<file path="config.mk">
export PLATFORM = sky130hd
export DESIGN_NAME = updown_mod_counter
export DESIGN_NICKNAME = d
export VERILOG_FILES = /design/src/rtl/counter_pkg.sv /design/src/rtl/updown_mod_counter.sv
export SDC_FILE = /design/constraint.sdc
export NUM_CORES = 1
export LEC_CHECK = 0
export CAP_MARGIN = 10
export CORE_AREA = 2 2 39 41
export CTS_CLUSTER_SIZE = 28
export DETAILED_ROUTE_END_ITERATION = 10
export DIE_AREA = 0 0 41 43
export PLACE_DENSITY = 0.75
export SYNTH_ARGS = -nofsm -noshare
export SYNTH_HDL_FRONTEND = slang
export SYNTH_SLANG_ARGS = --single-unit
</file>
<file path="constraint.sdc">
create_clock -name clock_div -period 4.3 [get_ports clock_div]
set_input_delay 0.43 -clock clock_div [delete_from_list [all_inputs] [get_ports clock_div]]
set_output_delay 0.43 -clock clock_div [all_outputs]
set_load 0.005 [all_outputs]
</file>
<file path="src/rtl/counter_pkg.sv">
// Shared constants and helpers for the up/down modulo counter family.
package counter_pkg;

  localparam logic MODE_WRAP = 1'b0;
  localparam logic MODE_SAT  = 1'b1;
  localparam logic DIR_DOWN  = 1'b0;
  localparam logic DIR_UP    = 1'b1;

  // Loads above the top of the count range land on MOD-1.
  function automatic int unsigned clamp_load(input int unsigned value,
                                             input int unsigned mod);
    return (value <= mod - 1) ? value : mod - 1;
  endfunction

endpackage

</file>
<file path="src/rtl/updown_mod_counter.sv">
// Up/down modulo-MOD counter with load, count enable and wrap/saturate mode.
// Latency: count, wrap update one clock_div edge after inputs; at_max/at_min follow count directly.
// Backpressure: none; every edge is accepted, enable=0 simply holds the count.
module updown_mod_counter
  import counter_pkg::*;
#(
  parameter int unsigned WIDTH = 4,
  parameter int unsigned MOD   = 16
) (
  input  logic             clock_div,
  input  logic             reset,
  input  logic             enable,
  input  logic             Up_Down,
  input  logic             sat_mode,
  input  logic             load,
  input  logic [WIDTH-1:0] load_value,
  output logic [WIDTH-1:0] count,
  output logic             wrap,
  output logic             at_max,
  output logic             at_min
);

  localparam logic [WIDTH:0] MAX_EXT = (WIDTH+1)'(MOD - 1);
  localparam logic [WIDTH:0] ONE_EXT = (WIDTH+1)'(1);

  // State is held one bit wider so increments never alias modulo 2**WIDTH.
  logic [WIDTH:0] count_q;
  logic [WIDTH:0] next_count;
  logic           next_wrap;

  always_comb begin
    next_count = count_q;
    next_wrap  = 1'b0;
    if (load) begin
      next_count = (WIDTH+1)'(clamp_load(32'(load_value), MOD));
    end else if (enable) begin
      if (Up_Down == DIR_UP) begin
        if (count_q >= MAX_EXT) begin
          if (sat_mode == MODE_SAT) begin
            next_count = MAX_EXT;
          end else begin
            next_count = '0;
            next_wrap  = 1'b1;
          end
        end else begin
          next_count = count_q + ONE_EXT;
        end
      end else begin
        if (count_q == '0) begin
          if (sat_mode == MODE_SAT) begin
            next_count = '0;
          end else begin
            next_count = MAX_EXT;
            next_wrap  = 1'b1;
          end
        end else begin
          next_count = count_q - ONE_EXT;
        end
      end
    end
  end

  always_ff @(posedge clock_div) begin
    if (reset) begin
      count_q <= '0;
      wrap    <= 1'b0;
    end else begin
      count_q <= next_count;
      wrap    <= next_wrap;
    end
  end

  assign count  = count_q[WIDTH-1:0];
  assign at_max = (count_q == MAX_EXT);
  assign at_min = (count_q == '0);

endmodule

</file>
==> results.py, run 1 <==
metrics = {
    "worst_setup_path": {
        "rrSetupSlack_ns": 2.12,
        "crit_required_ns": 3.87,
        "critPathLaunchType": "flop",
        "arrival_ns": 2.02,
        "path_cells": "ha_1 -> and3_1 -> ha_1 -> clkdlybuf4s50_1",
        "worstSetupPathType": "flop to primary output",
        "path_max_fanout": 12,
        "critPathCaptureType": "primary output",
        "critical-path-top-delay-family": "buffers and inverters",
        "cp_slowest_cell": "clkdlybuf4s50_1",
        "crit_path_frequent_cell": "ha_1",
        "cp.buffers_inverters": 1,
        "cpPeakStageDelay_ns": 0.54,
    },
    "sta": {
        "rsz0062_at_grt": "false",
        "slew_headroom_pct": 67.0,
        "layout_worst_path_cycle_share_pct": 57.0,
        "fmax_ghz": 0.408,
        "setup_viol": 0,
        "tns_ns": 0,
        "worst_pin_slew_ns": 0.495,
        "hold_viol": 0,
        "min_period_ns": 2.45,
        "worst_clock_skew_ns": 0.00745,
        "slew_viol_final": 0,
    },
    "cts": {
        "htreeDepth": 1,
        "ctsHoldBuffers": 0,
        "cts.clk_slew.worst_paths_ns": 0.04,
        "cts_tree": "done",
        "cts_resized": 0,
        "clock_path_buffers": 2,
        "insertion_delay_ns": 0.25,
        "clock_sinks": 6,
        "cts_setup_buffers": 0,
        "cts-root-buf": "clkbuf_4",
        "cts_buffers": 3,
    },
    "yosys": {
        "yosys_warnings": 0,
        "synth_top_area_cell": "dfxtp_1",
        "ys_types": 38,
        "synth_area_sq_um": 636,
        "syn_avg_cell_area_sq_um": 7.85,
        "yosysSeqAreaShare_pct": 18.9,
        "synthCells": 81,
        "synth_flop_cell": "dfxtp_1",
        "async_reset_ff_share_pct": 0,
        "synth-edff-count": 0,
        "synthTopCellsByArea": "dfxtp_1, buf_4, ha_1, inv_1, nor2_1",
        "ys_ff_latch": 6,
        "syn-num-nets": 94,
        "yosysTopAreaCellShare_pct": 18.9,
    },
    "route": {
        "finalWirelength_mm": 1.52,
        "drc": 0,
        "drtPass1Iterations": 4,
        "avgRoutedWirePerCell_um": 14.5,
        "viasPerCell": 6.25,
        "ant_nets": 0,
        "vias": 656,
        "drtIter0Drc": 23,
    },
    "floorplanning": {
        "rows": 14,
        "dieHeight_um": 43,
        "io_pins": 17,
        "dieWidth_um": 41,
        "dieArea_sq_um": 1760,
        "start_util_pct": 45.9,
        "coreArea_sq_um": 1380,
    },
    "placed_design": {
        "gp_congestion": 0.915,
        "placed_cells": 102,
        "port_buffers": 16,
        "hpwl_mm": 1.14,
    },
    "grt": {
        "grt_pass1_vias": 545,
        "grt_overflow_total": 0,
        "track_usage_pct": 19.4,
        "grt_pass1_wl_mm": 2.40,
        "antenna_found_initial": 0,
        "grt_max_degree": 14,
    },
    "outcome": {
        "status": "complete, no violations",
    },
    "power": {
        "finalPower_uw": 184,
        "p_leak_uw": 0.000299,
        "power_density_nw_per_um2": 243,
        "irDropWorstVdd_uv": 148,
    },
    "layout": {
        "drive_gt1_share_pct": 7.87,
        "final_cells": 105,
        "seq_area_sq_um": 120,
        "layout.nets": 104,
        "antenna_cells_inserted": 0,
        "multi_input_area_sq_um": 403,
        "fill_cells": 144,
        "syn_to_final_growth_pct": 19.5,
    },
    "job": {
        "drv_cap": 0,
    },
    "hold_path": {
        "hold_path_class": "flop to flop",
    },
}
cell families after synthesis:
family,Yosys count,share of synthesized area (%)
AOI/OAI and AO/OA,26,30.9
adders and majority gates,3,5.91
buffers and inverters,20,17.7
DFF,6,18.9
and+or+nand+nor,26,26.6
per-layer routing:
layer  global-route usage, %  up-vias  routed length [um]  part of all wire (%)
met5                       0        -                   0                     0
met4                    2.67        0                   0                     0
met3                    8.38        0                  93                   6.1
met2                    27.8       20                 747                    49
met1                    27.2      319                 678                    45
li1                        -      317                   -                     -
report_power, final:
part           switching (uW)  leakage (uW)  internal, uW  total (uW)
combinational            27.4      0.000235          34.0        61.4
clock                    20.6     0.0000138          31.6        52.2
sequential               11.3     0.0000494          59.5        70.8
total                    59.3      0.000299           125         184
synthesized netlist by cell type (2+ instances only):
| master | count |
|---|---|
| ha_1 | 3 |
| inv_1 | 9 |
| nor3_1 | 4 |
| buf_4 | 6 |
| o21ai_1 | 2 |
| nor2_1 | 7 |
| o21ai_0 | 3 |
| o31ai_1 | 3 |
| dfxtp_1 | 6 |
| nor4_1 | 2 |
| a31oi_1 | 3 |
| a21oi_1 | 3 |
| and3_1 | 3 |
| buf_2 | 2 |
| nand3_1 | 2 |
final timing paths:
check | startpoint | end | cells after the start
setup / recovery | count_q[0] | at_max | 4
hold / removal | count_q[0] | count_q[0] | 2
setup reg to reg | count_q[0] | count_q[2] | 7
hold reg to reg | count_q[0] | count_q[0] | 2
cell type report:
cell class,count,area share (%)
sequential,6,15.8
inverter,9,4.45
clock buffer,3,2.97
timing repair buffer,16,21.1
tap,16,2.64
multi-input combinational,55,53.0
worst register-to-register path: stages, from the launching register on:
cell and delay, ns:
dfxtp_1 0.53, ha_1 0.26, and3_1 0.17, ha_1 0.27, and4bb_1 0.24, a311o_1 0.31
a2bb2oi_1 0.18, a2111oi_2 0.09
cells in the final DEF (no fill, tap or decap), types with 2 or more instances in the layout:
master,instances
ha_1,3
nor3_1,4
o21ai_0,3
nand3_1,2
nor2_1,7
clkdlybuf4s50_1,16
inv_1,9
a21oi_1,3
and3_1,3
o21ai_1,2
a31oi_1,3
nor4_1,2
clkbuf_4,3
dfxtp_1,6
o31ai_1,3
through the flow:
| stage | utilization, % | setup slack, ns | hold slack [ns] | instance area [sq um] |
|---|---|---|---|---|
| after global routing | 54.9 | 1.70 | 0.790 | 759 |
| after floorplan | - | 2.39 | 0.499 | 636 |
| after CTS | 54.9 | 1.85 | 0.723 | 759 |
| after global placement | 53.3 | 2.13 | 0.712 | 737 |
| final | 54.9 | 1.85 | 0.729 | 759 |
| after detailed placement | 53.3 | 2.11 | 0.710 | 737 |
sequential cells by signal (all words and copies together) (netlist names):
| register | flops |
|---|---|
| count_q | 5 |
| wrap | 1 |
Power figures use the tool's default switching activity.
==> run 2: changes to the inputs <==
--- a/config.mk
+++ b/config.mk
@@ -6,11 +6,11 @@
 export NUM_CORES = 1
 export LEC_CHECK = 0
 export CAP_MARGIN = 10
-export CORE_AREA = 2 2 39 41
+export CORE_AREA = 2 2 41 43
 export CTS_CLUSTER_SIZE = 28
 export DETAILED_ROUTE_END_ITERATION = 10
-export DIE_AREA = 0 0 41 43
-export PLACE_DENSITY = 0.75
+export DIE_AREA = 0 0 43 45
+export PLACE_DENSITY = 0.68
 export SYNTH_ARGS = -nofsm -noshare
 export SYNTH_HDL_FRONTEND = slang
 export SYNTH_SLANG_ARGS = --single-unit
==> constraint.sdc (replaced) <==
create_clock -name clock_div -period 2.4 [get_ports clock_div]
set_input_delay 0.24 -clock clock_div [delete_from_list [all_inputs] [get_ports clock_div]]
set_output_delay 0.24 -clock clock_div [all_outputs]
set_load 0.005 [all_outputs]
==> run 2 against run 1 <==
Sequential share of layout area is 0.46 points lower. Sequential cell count unchanged. Hold slack got worse by 0.16 ns. Via count fell by 1.7%. Total power grew 85%. Non-clock buffer count rose by 3. Combinational power increased by 110%. Global-route usage fell by 1.0 points. Critical path depth unchanged.
==> results.py, run 2 (same netlist as run 1, synthesis figures left out) <==
metrics = {
    "cts": {
        "cts.clk_slew.worst_paths_ns": 0.05,
        "ctsHoldBuffers": 0,
        "cts-root-buf": "clkbuf_4",
        "clock_path_buffers": 2,
        "cts_tree": "done",
        "htreeDepth": 1,
        "clock_sinks": 6,
        "cts_setup_buffers": 0,
        "cts_resized": 0,
        "cts_buffers": 3,
        "insertion_delay_ns": 0.25,
    },
    "hold_path": {
        "hold_path_class": "input pin to flop",
    },
    "power": {
        "p_leak_uw": 0.000314,
        "power_density_nw_per_um2": 436,
        "irDropWorstVdd_uv": 283,
    },
    "job": {
        "drv_cap": 0,
    },
    "route": {
        "drc": 0,
        "avgRoutedWirePerCell_um": 15.2,
        "drtPass1Iterations": 4,
        "ant_nets": 0,
        "drtIter0Drc": 9,
        "viasPerCell": 5.97,
        "vias": 645,
        "finalWirelength_mm": 1.64,
    },
    "worst_setup_path": {
        "worstSetupPathType": "flop to primary output",
        "arrival_ns": 2.01,
        "crit_required_ns": 2.16,
        "critPathLaunchType": "flop",
        "critPathCaptureType": "primary output",
        "path_max_fanout": 12,
    },
    "grt": {
        "grt_pass1_wl_mm": 2.69,
        "track_usage_pct": 18.4,
        "grt_max_degree": 13,
        "grt_pass1_vias": 570,
        "antenna_found_initial": 0,
        "grt_overflow_total": 0,
    },
    "layout": {
        "final_common_cell": "clkdlybuf4s50_1",
        "syn_to_final_growth_pct": 23.0,
        "seq_area_sq_um": 120,
        "top_register": "count_q",
        "layout.nets": 107,
        "multi_input_area_sq_um": 403,
        "fill_cells": 150,
        "top_regs": "count_q: 5 flops, wrap: 1 flops",
        "largest_reg_flops": 5,
        "antenna_cells_inserted": 0,
        "drive_gt1_share_pct": 10.9,
        "final_cell_mix": "clkdlybuf4s50_1, inv_1, nor2_1",
    },
    "floorplanning": {
        "io_pins": 17,
        "dieWidth_um": 43,
        "start_util_pct": 43.2,
        "coreArea_sq_um": 1470,
        "rows": 14,
        "dieHeight_um": 45,
        "dieArea_sq_um": 1940,
    },
    "sta": {
        "worst_pin_slew_ns": 0.457,
        "hold_viol": 0,
        "layout_worst_path_cycle_share_pct": 94.0,
        "slew_viol_final": 0,
        "slew_headroom_pct": 69.4,
        "min_period_ns": 2.25,
        "setup_slack_ns": 0.145,
        "setup_viol": 0,
        "fmax_ghz": 0.443,
        "rsz0062_at_grt": "false",
        "worst_clock_skew_ns": 0.00390,
        "tns_ns": 0,
    },
    "outcome": {
        "status": "complete, no violations",
    },
    "placed_design": {
        "gp_congestion": 0.824,
        "hpwl_mm": 1.19,
        "pre_cts_ws_ns": 0.274,
        "port_buffers": 16,
    },
}
[run 2: cell types whose count changed in the layout (fill, tap and decap cells not counted), sizes merged]
cell  delta
buf      +3
[run 2: metal layers]
| metal | wire length (um) | global-route usage [%] |
|---|---|---|
| met4 | 21 | 5.45 |
| met3 | 72 | 5.60 |
| met5 | 0 | 0 |
| met1 | 787 | 23.6 |
| met2 | 760 | 30.0 |
[run 2: critical path, stage by stage (launching register included)]
cell	delay [ns]
dfxtp_1	0.56
ha_1	0.25
and3_1	0.16
ha_1	0.26
clkdlybuf4s50_1	0.54
[run 2: power by group]
group          total (uW)  leakage, uW  internal [uW]  switching, uW
sequential            117    0.0000494            106           10.6
combinational         127     0.000251           65.8           60.9
clock                97.6    0.0000138           56.9           40.7
[run 2: area by class of cell]
type                       count  share of cell area [%]
sequential                     6                    15.4
multi-input combinational     55                    51.5
tap                           16                    2.56
clock buffer                   3                    2.88
timing repair buffer          19                    23.4
inverter                       9                    4.32
[run 2: through the flow]
stage               std cells  instance area (sq um)  power [uW]  utilization [%]  hold WS, ns
floorplan                  81                    636         202                -        0.309
global placement          105                    759         244             51.6        0.685
detailed placement        105                    759         245             51.6        0.702
CTS                       108                    782         346             53.1        0.558
global route              108                    782         362             53.1        0.601
finish                    108                    782         341             53.1        0.565
[run 2: final timing paths]
check                                   start    endpoint  slack, ns  cells past startpoint
worst min-delay path            load_value[0]  count_q[0]       0.56                      3
worst max register to register     count_q[0]  count_q[2]       0.25                      7
worst max-delay path               count_q[0]      at_max       0.15                      4
worst min register to register     count_q[3]  count_q[3]       0.71                      3
